==> src/rtl/load_store_unit.sv <==
// Load/store unit: single-outstanding requests to a word-addressed data memory, with byte/halfword stores done as read-modify-write.
// Define LSU_RANGE_CHECK_EN to reject addresses at or beyond 4*MEM_WORDS bytes.
module load_store_unit #(
    parameter int unsigned MEM_WORDS = 256
) (
    input  logic        clk,
    input  logic        reset,
    input  logic        req_valid,
    output logic        req_ready,
    input  logic        req_we,
    input  logic [2:0]  req_funct3,
    input  logic [31:0] req_addr,
    input  logic [31:0] req_wdata,
    output logic        resp_valid,
    output logic        resp_err,
    output logic [31:0] resp_rdata,
    output logic [31:0] mem_addr,
    output logic        mem_read,
    output logic        mem_write,
    output logic [31:0] mem_wdata,
    input  logic [31:0] mem_rdata
);

    typedef enum logic [2:0] {
        S_IDLE,
        S_LOAD,
        S_STORE,
        S_RMW_RD,
        S_RMW_WR,
        S_RESP
    } state_t;

    state_t      state_q, state_d;
    logic        we_q, we_d;
    logic [2:0]  funct3_q, funct3_d;
    logic [31:0] addr_q, addr_d;
    logic [31:0] wdata_q, wdata_d;
    logic [31:0] word_q, word_d;
    logic        err_q, err_d;
    logic [31:0] rdata_q, rdata_d;

    logic        range_err;
    logic        req_err;
    logic        rd_en;
    logic        wr_en;

    if (MEM_WORDS == 0 || MEM_WORDS > 32'h4000_0000) begin : g_depth_check
        $error("load_store_unit: MEM_WORDS must be in 1..2^30");
    end

`ifdef LSU_RANGE_CHECK_EN
    assign range_err = {2'b00, req_addr} >= (34'(MEM_WORDS) << 2);
`else
    assign range_err = 1'b0;
`endif

    function automatic logic [31:0] extend_load(input logic [2:0] f3, input logic [1:0] ofs,
                                                input logic [31:0] word);
        logic [7:0]  b;
        logic [15:0] h;
        b = word[{ofs, 3'b000} +: 8];
        h = ofs[1] ? word[31:16] : word[15:0];
        case (f3)
            3'b000:  return {{24{b[7]}}, b};
            3'b100:  return {24'h000000, b};
            3'b001:  return {{16{h[15]}}, h};
            3'b101:  return {16'h0000, h};
            default: return word;
        endcase
    endfunction

    function automatic logic [31:0] merge_store(input logic [2:0] f3, input logic [1:0] ofs,
                                                input logic [31:0] word, input logic [31:0] wd);
        logic [31:0] m;
        m = word;
        if (f3[1:0] == 2'b00) begin
            m[{ofs, 3'b000} +: 8] = wd[7:0];
        end else if (ofs[1]) begin
            m[31:16] = wd[15:0];
        end else begin
            m[15:0] = wd[15:0];
        end
        return m;
    endfunction

    always_comb begin
        req_err = 1'b1;
        case (req_funct3)
            3'b000:         req_err = 1'b0;
            3'b001:         req_err = req_addr[0];
            3'b010:         req_err = (req_addr[1:0] != 2'b00);
            3'b100:         req_err = req_we;
            3'b101:         req_err = req_we || req_addr[0];
            default:        req_err = 1'b1;
        endcase
        req_err = req_err || range_err;
    end

    always_ff @(posedge clk) begin
        if (reset) begin
            state_q  <= S_IDLE;
            we_q     <= 1'b0;
            funct3_q <= '0;
            addr_q   <= '0;
            wdata_q  <= '0;
            word_q   <= '0;
            err_q    <= 1'b0;
            rdata_q  <= '0;
        end else begin
            state_q  <= state_d;
            we_q     <= we_d;
            funct3_q <= funct3_d;
            addr_q   <= addr_d;
            wdata_q  <= wdata_d;
            word_q   <= word_d;
            err_q    <= err_d;
            rdata_q  <= rdata_d;
        end
    end

    always_comb begin
        state_d    = state_q;
        we_d       = we_q;
        funct3_d   = funct3_q;
        addr_d     = addr_q;
        wdata_d    = wdata_q;
        word_d     = word_q;
        err_d      = err_q;
        rdata_d    = rdata_q;
        req_ready  = 1'b0;
        resp_valid = 1'b0;
        resp_err   = 1'b0;
        resp_rdata = '0;
        mem_addr   = '0;
        mem_wdata  = '0;
        rd_en      = 1'b0;
        wr_en      = 1'b0;

        case (state_q)
            S_IDLE: begin
                req_ready = 1'b1;
                if (req_valid) begin
                    we_d     = req_we;
                    funct3_d = req_funct3;
                    addr_d   = req_addr;
                    wdata_d  = req_wdata;
                    err_d    = req_err;
                    rdata_d  = '0;
                    if (req_err) begin
                        state_d = S_RESP;
                    end else if (!req_we) begin
                        state_d = S_LOAD;
                    end else if (req_funct3 == 3'b010) begin
                        state_d = S_STORE;
                    end else begin
                        state_d = S_RMW_RD;
                    end
                end
            end
            S_LOAD: begin
                mem_addr = {addr_q[31:2], 2'b00};
                rd_en    = 1'b1;
                rdata_d  = extend_load(funct3_q, addr_q[1:0], mem_rdata);
                state_d  = S_RESP;
            end
            S_STORE: begin
                mem_addr  = {addr_q[31:2], 2'b00};
                wr_en     = 1'b1;
                mem_wdata = wdata_q;
                state_d   = S_RESP;
            end
            S_RMW_RD: begin
                mem_addr = {addr_q[31:2], 2'b00};
                rd_en    = 1'b1;
                word_d   = mem_rdata;
                state_d  = S_RMW_WR;
            end
            S_RMW_WR: begin
                mem_addr  = {addr_q[31:2], 2'b00};
                wr_en     = 1'b1;
                mem_wdata = merge_store(funct3_q, addr_q[1:0], word_q, wdata_q);
                state_d   = S_RESP;
            end
            S_RESP: begin
                resp_valid = 1'b1;
                resp_err   = err_q;
                resp_rdata = rdata_q;
                state_d    = S_IDLE;
            end
            default: state_d = S_IDLE;
        endcase

        // Strobes are killed combinationally so a reset cycle can never commit a write.
        mem_read  = rd_en && !reset;
        mem_write = wr_en && !reset;
    end

    logic unused_we;
    assign unused_we = we_q;

endmodule

==> config.mk <==
export PLATFORM = sky130hd
export DESIGN_NAME = load_store_unit
export DESIGN_NICKNAME = d
export VERILOG_FILES = /design/src/rtl/load_store_unit.sv
export SDC_FILE = /design/constraint.sdc
export NUM_CORES = 1
export LEC_CHECK = 0
export ABC_AREA = 1
export CORE_ASPECT_RATIO = 1.1
export CORE_MARGIN = 1.5
export CORE_UTILIZATION = 25
export CTS_CLUSTER_DIAMETER = 120
export DETAILED_ROUTE_END_ITERATION = 10
export GPL_ROUTABILITY_DRIVEN = 0
export SYNTH_ARGS = -nofsm -noshare
export SYNTH_HDL_FRONTEND = slang
export SYNTH_SLANG_ARGS = --single-unit
export TNS_END_PERCENT = 20
==> constraint.sdc <==
create_clock -name clk -period 3.02 [get_ports clk]
set_input_delay 0.302 -clock clk [delete_from_list [all_inputs] [get_ports clk]]
set_output_delay 0.302 -clock clk [all_outputs]
set_load 0.01 [all_outputs]
==> summary.md <==
| Metric | Value |
|---|---|
| Core area | `29600 um2` |
| Leak pwr | `4.33 nW` |
| Cell Rows | `66` |
| Register Area | `2710 um2` |
| Met3 usage | `0.0541` |
| WL final | `between 20 and 30 mm` |
| First DRT Iteration DRCs | `655` |
| Vias in the first global route | `around 7600` |
| Cells after Synth | `1166` |
| Cell taking the most area after synthesis | `dfxtp_1` |
| Post-synth EDFFs | `0` |
| Clk pin slew, worst setup/hold paths | `0.06 ns` |
| RSZ-0062 raised after global routing | `true` |
| Worst-Skew Late Latency | `0.42 ns` |
| Final Hold Viols | `0` |
| Yosys top cell area share | `0.361` |
| Port buffer count | `201` |
| Global-route usage over all layers | `0.174` |
| Filler cell count | `3223` |
| CP Launch Type | `register` |
| Inserted Clock Buffers | `17` |
| Post-DRT Antenna Nets | `0` |
| Register bit total from synthesis | `135` |
| DRT Pass-1 Iters | `5` |
| Status | `completed` |
| First-pass GRT wire length | `42.0 mm` |
| CTS sink cnt | `135` |
| Crit end category | `primary output` |
| Layout Cells excl Fill | `1709` |
| DRC | `0` |
| Dpl cells | `1677` |
| Slew headroom | `0.543` |
| Vias/cell | `4.71` |
| TritonCTS clock tree | `built` |
| Met1 Resource Use GR | `0.229` |
| Most crowded layer after global routing | `met2` |
| Grt ovf | `0` |
| Die footprint | `just over 30000 um2` |
| Sequential-to-total area share from yosys stat | `0.361` |
| WP data required | `between 2 and 3 ns` |
| DP Area | `9780 um2` |
| Post-Route Skew | `0.0129 ns` |
| Peak Freq | `0.340 GHz` |
| Hold Path Class | `in2reg` |
| Top Ports | `around 200` |
| P&R area growth vs syn | `38.9%` |
| Clk buf depth | `2` |
| Clock root cell | `clkbuf_16` |
| Peak VDD IR | `about 0.35 mV` |
| DR vias | `8051` |
| Layout cell share with drive strength beyond 1 | `0.0787` |
| Top_reg_cell synth | `dfxtp_1` |
| Final slew viol count | `0` |
| Synth top area cells | `dfxtp_1 36%, o21ai_0 10%, a21oi_1 10%, nand2_1 8.9%, nor2_1 7.7%` |
| Post-layout instance area | `10400 um2` |
| Initial Util | `0.254` |
| Final worst path period share | `0.974` |
| Crit-path max FO | `17` |
| Worst slew pin tran | `0.683 ns` |
| Nets | `about 1400` |
| PwrDens | `~640 nW/um2` |
| Syn avg cell area | `6.43 um2` |
| Ys async rst share | `0` |
| Shortest period the worst path allows | `2.94 ns` |
| Largest net degree at the start of global routing | `57` |
| Worst EP arrival | `~2.6 ns` |
| Synth warnings | `0` |
| Setup CP Type | `reg2out` |
| Hpwl dp | `19.9 mm` |
| Met2 track demand over resource | `0.264` |
| Wire per inst | `15.8 um` |
| Synth cell types | `32` |
| Initial antenna violation count | `0` |
| Die W | `168 um` |
| MaxCap Viol Count | `0` |
| DIE HEIGHT | `185 um` |
| # setup viols final | `0` |
| H-Tree Level Count | `4` |
| Multi-input gate area | `3800 um2` |
| Syn Std Cell Area | `7490 um2` |
| Antenna fix cells | `0` |
-- metrics by stage --
step	util	setup WS [ns]	hold slack, ns	setup TNS (ns)	power, mW
3_3_place_gp	0.331	0.370	0.455	0	4.57
4_1_cts	0.351	0.0308	0.438	0	6.69
5_1_grt	0.352	-0.0594	0.459	-0.151	7.07
2_1_floorplan	-	0.917	0.437	0	3.75
6_report	0.352	0.0776	0.454	0	6.65
3_5_place_dp	0.331	0.328	0.457	0	4.58
-- metal layers --
layer / vias to the layer above / wire length, um
li1: 4079 / -
met5: - / 0
met4: 0 / 756
met2: 316 / 11400
met1: 3607 / 12500
met3: 49 / 2290
-- path summary, 6_finish.rpt --
check	from	end	slack, ns	cells after the start
max reg2reg	state_q[1]	rdata_q[29]	1.14	7
min	req_addr[2]	addr_q[2]	0.45	3
min reg2reg	rdata_q[3]	rdata_q[3]	0.46	2
max	addr_q[1]	mem_wdata[16]	0.08	9
-- layout make-up --
type / count / area share
clock buffers: 20 / 0.0439
inverters: 160 / 0.0582
well taps: 374 / 0.0449
multi-input cells: 786 / 0.365
flip-flops and latches: 135 / 0.260
clock inverters: 12 / 0.0123
repair buffers: 222 / 0.216
-- cells in the final DEF, fill, tap and decap left out, types with 3 or more instances in the layout --
cell type / n
dlymetal6s2s_1: 7
a21oi_2: 10
clkdlybuf4s50_1: 194
inv_1: 148
nand3_2: 3
o211ai_1: 24
ha_1: 3
buf_4: 16
nor2_1: 151
dfxtp_1: 134
nand2_2: 13
clkbuf_16: 17
inv_2: 10
clkinv_4: 4
o31ai_1: 6
nand3_1: 60
o21ai_1: 3
buf_12: 5
o221ai_1: 10
nand2_1: 177
a21oi_1: 153
clkinv_2: 5
o21ai_0: 154
nor2_2: 7
-- synthesized netlist by cell type, types with 2 or more instances --
cell	number
o21ai_0	154
nand2_2	12
buf_6	4
dfxtp_1	135
nand2_1	178
buf_2	32
nand2_4	2
o211ai_1	24
buf_4	4
nand3_1	62
o31ai_1	6
o21ai_1	3
o221ai_1	10
inv_4	2
nor2_2	6
nor2_1	153
ha_1	5
clkbuf_1	43
inv_2	8
a21oi_1	153
a21oi_2	10
inv_1	150
-- what timing repair did --
item,4_1_cts,5_1_grt
setup endpoints to repair,13,36
resized for setup,2,15
hold buffers,0,0
pin swaps,0,0
setup buffers,0,0
-- cells by family (layout without fill, tap and decap cells) --
family                     count (synthesis)  in the layout  share of synthesized area
other                                      1              2                   0.000500
buffers and inverters                    246            414                      0.137
DFF                                      135            135                      0.361
and+or+nand+nor                          417            417                      0.231
adders and majority gates                  5              5                    0.00835
AOI/OAI and AO/OA                        362            362                      0.262
-- power by group --
part           internal (mW)  total [mW]  leakage, nW  switching (mW)
Combinational          0.901        2.36         2.94            1.46
Clock                   1.26        2.08        0.289           0.822
Sequential              2.04        2.21         1.11           0.174
Total                   4.19        6.65         4.33            2.46
-- critical path, cell delays in order (launching register included) --
cell and delay [ns]:
dfxtp_4 0.45, inv_2 0.09, ha_2 0.38, nand3_1 0.18
nor2_4 0.21, nand2_1 0.08, o211ai_1 0.09, nand3_1 0.08
nand2_1 0.11, clkdlybuf4s50_1 0.55
-- registers in the layout (all words and copies together), names as in the netlist --
signal	count
addr_q	32
word_q	32
err_q	1
rdata_q	32
funct3_q	3
state_q	3
wdata_q	32
(Power assumes the default switching activity.)
